`config.mk`:
```
export PLATFORM = sky130hd
export DESIGN_NAME = full_adder
export DESIGN_NICKNAME = d
export VERILOG_FILES = /design/src/rtl/full_adder_pkg.sv /design/src/rtl/full_adder_bit.sv /design/src/rtl/full_adder.sv
export SDC_FILE = /design/constraint.sdc
export NUM_CORES = 1
export LEC_CHECK = 0
export CORE_AREA = 8 8 45 47
export CTS_CLUSTER_SIZE = 8
export DETAILED_ROUTE_END_ITERATION = 12
export DIE_AREA = 0 0 53 55
export PLACE_DENSITY = 0.32
export SYNTH_ARGS = -nofsm -noshare
export SYNTH_HDL_FRONTEND = slang
export SYNTH_HIERARCHICAL = 1
export SYNTH_SLANG_ARGS = --single-unit
export TNS_END_PERCENT = 50
```
`constraint.sdc`:
```
create_clock -name clk -period 0.8 [get_ports clk]
set_input_delay 0.16 -clock clk [delete_from_list [all_inputs] [get_ports clk]]
set_output_delay 0.16 -clock clk [all_outputs]
set_load 0.02 [all_outputs]
```
`src/rtl/full_adder_pkg.sv`:
```
// Shared definitions for the full_adder block: default width, flag record, overflow helper.
// Latency: n/a (declarations only).
// Backpressure: n/a.
package full_adder_pkg;

    // Default operand width; a wider datapath overrides WIDTH at instantiation.
    localparam int FA_DEFAULT_WIDTH = 1;

    // Status bits that travel with every registered sum.
    typedef struct packed {
        logic cout;  // carry out of bit WIDTH-1
        logic ovf;   // two's-complement overflow
    } fa_flags_t;

    // Signed overflow is the disagreement between the carry into the MSB cell
    // and the carry out of it.
    function automatic logic fa_signed_ovf(input logic c_into_msb, input logic c_out_msb);
        return c_into_msb ^ c_out_msb;
    endfunction

endpackage : full_adder_pkg

```
`src/rtl/full_adder_bit.sv`:
```
// Single-bit full-adder cell, purely combinational.
// Latency: 0 cycles (no state).
// Backpressure: none; output follows inputs.
//
// Ports:
//   a, b  - operand bits
//   cin   - carry in from the lower cell
//   sum   - a ^ b ^ cin
//   cout  - carry out to the next cell
module full_adder_bit (
    input  logic a,
    input  logic b,
    input  logic cin,
    output logic sum,
    output logic cout
);

    // Propagate term is shared by the sum and the carry.
    logic prop;

    assign prop = a ^ b;
    assign sum  = prop ^ cin;
    assign cout = (a & b) | (cin & prop);

endmodule : full_adder_bit

```
`src/rtl/full_adder.sv`:
```
// WIDTH-bit ripple-carry adder with registered sum, carry-out and signed overflow.
// Latency: 1 cycle from in_valid sample to out_valid; throughput 1 result/cycle.
// Backpressure: none; every sampled input yields exactly one out_valid cycle.
//
// Ports:
//   clk, rst_n          - rising-edge clock, asynchronous active-low reset
//   in_valid, a, b, cin - operands sampled when in_valid is high (legal WIDTH 1..64)
//   out_valid           - high for one cycle per accepted operand set
//   sum, cout, ovf      - registered result; held while out_valid is low
module full_adder
    import full_adder_pkg::*;
#(
    parameter int WIDTH = FA_DEFAULT_WIDTH
) (
    input  logic             clk,
    input  logic             rst_n,
    input  logic             in_valid,
    input  logic [WIDTH-1:0] a,
    input  logic [WIDTH-1:0] b,
    input  logic             cin,
    output logic             out_valid,
    output logic [WIDTH-1:0] sum,
    output logic             cout,
    output logic             ovf
);

    // carry[i] is the carry into cell i; carry[WIDTH] is the final carry out.
    logic [WIDTH:0]   carry;
    logic [WIDTH-1:0] sum_comb;
    fa_flags_t        flags_comb;

    logic             out_valid_q, out_valid_d;
    logic [WIDTH-1:0] sum_q,       sum_d;
    fa_flags_t        flags_q,     flags_d;

    assign carry[0] = cin;

    for (genvar i = 0; i < WIDTH; i++) begin : g_bit
        full_adder_bit u_bit (
            .a    (a[i]),
            .b    (b[i]),
            .cin  (carry[i]),
            .sum  (sum_comb[i]),
            .cout (carry[i+1])
        );
    end

    // For WIDTH=1 carry[WIDTH-1] is cin, giving ovf = cout ^ cin.
    always_comb begin
        flags_comb      = '0;
        flags_comb.cout = carry[WIDTH];
        flags_comb.ovf  = fa_signed_ovf(carry[WIDTH-1], carry[WIDTH]);
    end

    // The result registers only load on in_valid, so anything (including X/Z)
    // on a/b/cin while idle never reaches the outputs.
    always_comb begin
        out_valid_d = in_valid;
        sum_d       = sum_q;
        flags_d     = flags_q;
        if (in_valid) begin
            sum_d   = sum_comb;
            flags_d = flags_comb;
        end
    end

    always_ff @(posedge clk or negedge rst_n) begin
        if (!rst_n) begin
            out_valid_q <= 1'b0;
            sum_q       <= '0;
            flags_q     <= '0;
        end else begin
            out_valid_q <= out_valid_d;
            sum_q       <= sum_d;
            flags_q     <= flags_d;
        end
    end

    // Outputs come straight from flops; no input-to-output combinational path.
    assign out_valid = out_valid_q;
    assign sum       = sum_q;
    assign cout      = flags_q.cout;
    assign ovf       = flags_q.ovf;

endmodule : full_adder

```
==> flow_summary.toml <==
[outcome]
status = "finished with violations"
failed_checks = "negative setup slack"

[yosys]
synth_top_area_cell = "dfrtp_1"
synth_area_um2 = 160
synth.most_common_cell = "dfrtp_1"
synth.net_count = 17
yosysSeqAreaShare = 0.625
ys_ff_latch = 4
synth-edff-count = 0
synthFlopType = "dfrtp_1"
ys_types = 6
netlist_top_cells_count = "dfrtp_1, mux2_2"
synthArstFlopShare = 1.00
synth_area_leaders = "dfrtp_1, mux2_2, fa_1"
synthCells = 10
synth.avg_cell_area_um2 = 16.0
yosysWarningCount = 6
synth_top_area_share = 0.625

[flow_run]
max_cap_violations = 0

[placed_design]
place_ws_ns = -0.668
gp_congestion = 0.620
io_buffers = 9
hpwl_um = 316

[global_routing]
grt_max_degree = 5
grt_pass1_wl_um = 586
track_usage = 0.0319
grt_pass1_vias = 152
grt-ovfl-total = 0
grt_antenna_before_repair = 0

[setup_path]
cp.required_ns = 0.91
critPathSlowestCell = "fa_2"
path_cells = "clkdlybuf4s15_1, fa_2, mux2_4"
rr_startpoint = "sum"
r2r_setup_slack_ns = -0.08
r2r_end = "sum"
r2r_cells = 2
critPathMaxStageDelay_ns = 0.42
arrival_ns = 1.02
crit_type = "in -> reg"
start_kind = "primary input"
critical_path_peak_fanout = 1
end_kind = "flop"

[sta]
setup_violations = 7
timing.final.crit_share = 1.13
setup_ws_ns = -0.105
finalCriticalPeriod_ns = 0.905
slew_violations = 0
hold_slack_ns = 0.137
tns_ns = -0.538
fmax_mhz = 1100
worst_slew_pin_slew_ns = 0.191
slew_headroom = 0.873
fin_worst_skew_ns = 0
final-hold-violation-count = 0
rsz0062_at_grt = "true"

[route]
met3_length_um = 69
drt_iter0_drc = 0
wl_met1_um = 163
top_layer_used = "met3"
dr_wl_met2_um = 146
drt-pass1-iter-count = 1
ant_nets = 0
viasPerCell = 3.07
routed-via-count = 126
wire_per_inst_um = 9.22
drt_wl_total_um = 378
drt_drc_violations_left = 0

[cells_and_area]
fillers = 153
drive_above_1_share = 0.600
diodes = 0
nets = 34
area_growth_pct = 93.0
seqCellArea_um2 = 100
multi_input_area_um2 = 66.3

[clock_tree]
cts_tree = "built"
path_clk_slew_ns = 0.04
htreeDepth = 1
cts.sinks = 4
insertion_delay_ns = 0.23
clock-root-buffer = "clkbuf_4"
clock_path_buffers = 2
numCtsBuffers = 3

[floorplan]
num_rows = 14
die_h_um = 55
core_um2 = 1380
ios = 10
fp.dieArea_um2 = 2920
initial_core_util = 0.116
die_w_um = 53

[power_and_ir_drop]
power.leakage_uw = 0.000142
peakVddDrop_v = 0.00117
p_per_area_nw_per_um2 = 2150
power.total_uw = 665

[worst_hold_path]
hold_class = "in -> async"
-- sequential cells by signal, summed over array words and instances, names as in the netlist --
register / count
sum: 1
ovf: 1
cout: 1
out_valid: 1
-- cell type report --
class	count	area share
timing repair buffer	12	0.324
clock buffer	3	0.0729
tap	16	0.0648
sequential	4	0.324
multi-input combinational	6	0.215
-- critical path, delay by kind of cell --
family	cells	cell delay [ns]
mux	1	0.26
fa+ha+maj	1	0.42
buf+inv	1	0.18
-- what timing repair did --
| action | 4_1_cts | 5_1_grt |
|---|---|---|
| resized for setup | 35 | 0 |
| pin swaps | 2 | 1 |
| hold buffers | 0 | 0 |
| setup buffers | 1 | 0 |
| setup endpoints to repair | 7 | 7 |
-- through the flow --
stage / util / area (um2) / std cells
6_report: 0.223 / 309 / 41
3_5_place_dp: 0.206 / 285 / 37
5_1_grt: 0.223 / 309 / 41
4_1_cts: 0.223 / 309 / 41
3_3_place_gp: 0.206 / 285 / 37
2_1_floorplan: - / 160 / 10
-- metal layers --
layer / track usage / vias to the layer above
li1: - / 64
met3: 0.0535 / 0
met4: 0 / 0
met5: 0 / -
met2: 0.0410 / 6
met1: 0.0262 / 56
-- cells in the final DEF, fill, tap and decap left out --
cell type	synthesis	layout
dfrtp_1	4	4
clkbuf_4	0	3
buf_2	0	3
buf_6	0	3
buf_4	0	3
mux2_4	0	1
xnor2_1	1	1
nor2_1	1	1
a21oi_1	1	1
mux2_2	2	1
fa_2	0	1
clkdlybuf4s15_1	0	1
dlygate4sd2_1	0	1
clkdlybuf4s50_1	0	1
-- cell families (layout without fill, tap and decap cells) --
family | count (synthesis) | in the layout | share of synthesized area
AND/OR/NAND/NOR | 1 | 1 | 0.0234
buffers and inverters | 0 | 15 | 0
XOR/XNOR | 1 | 1 | 0.0547
AO/OA/AOI/OAI | 1 | 1 | 0.0312
adder cells (fa/ha/maj) | 1 | 1 | 0.125
multiplexers | 2 | 2 | 0.141
flip-flops | 4 | 4 | 0.625
-- power by group --
part	switching, uW	internal, uW	total (uW)
clock network	70.8	167	238
logic	73.6	107	181
registers	16.6	230	246
total	161	504	665
-- worst max-delay path by stage --
stage / slack, ns / to / from / cells after the start
final: -0.11 / sum / b / 3
after floorplan: -0.19 / sum / a / 2
after CTS: -0.12 / ovf / ovf / 1
after detailed placement: -0.67 / sum / a / 3
after global placement: -0.66 / sum / cin / 3
after global routing: -0.13 / cout / cout / 1
No activity file was read; power rests on OpenSTA's default activity.
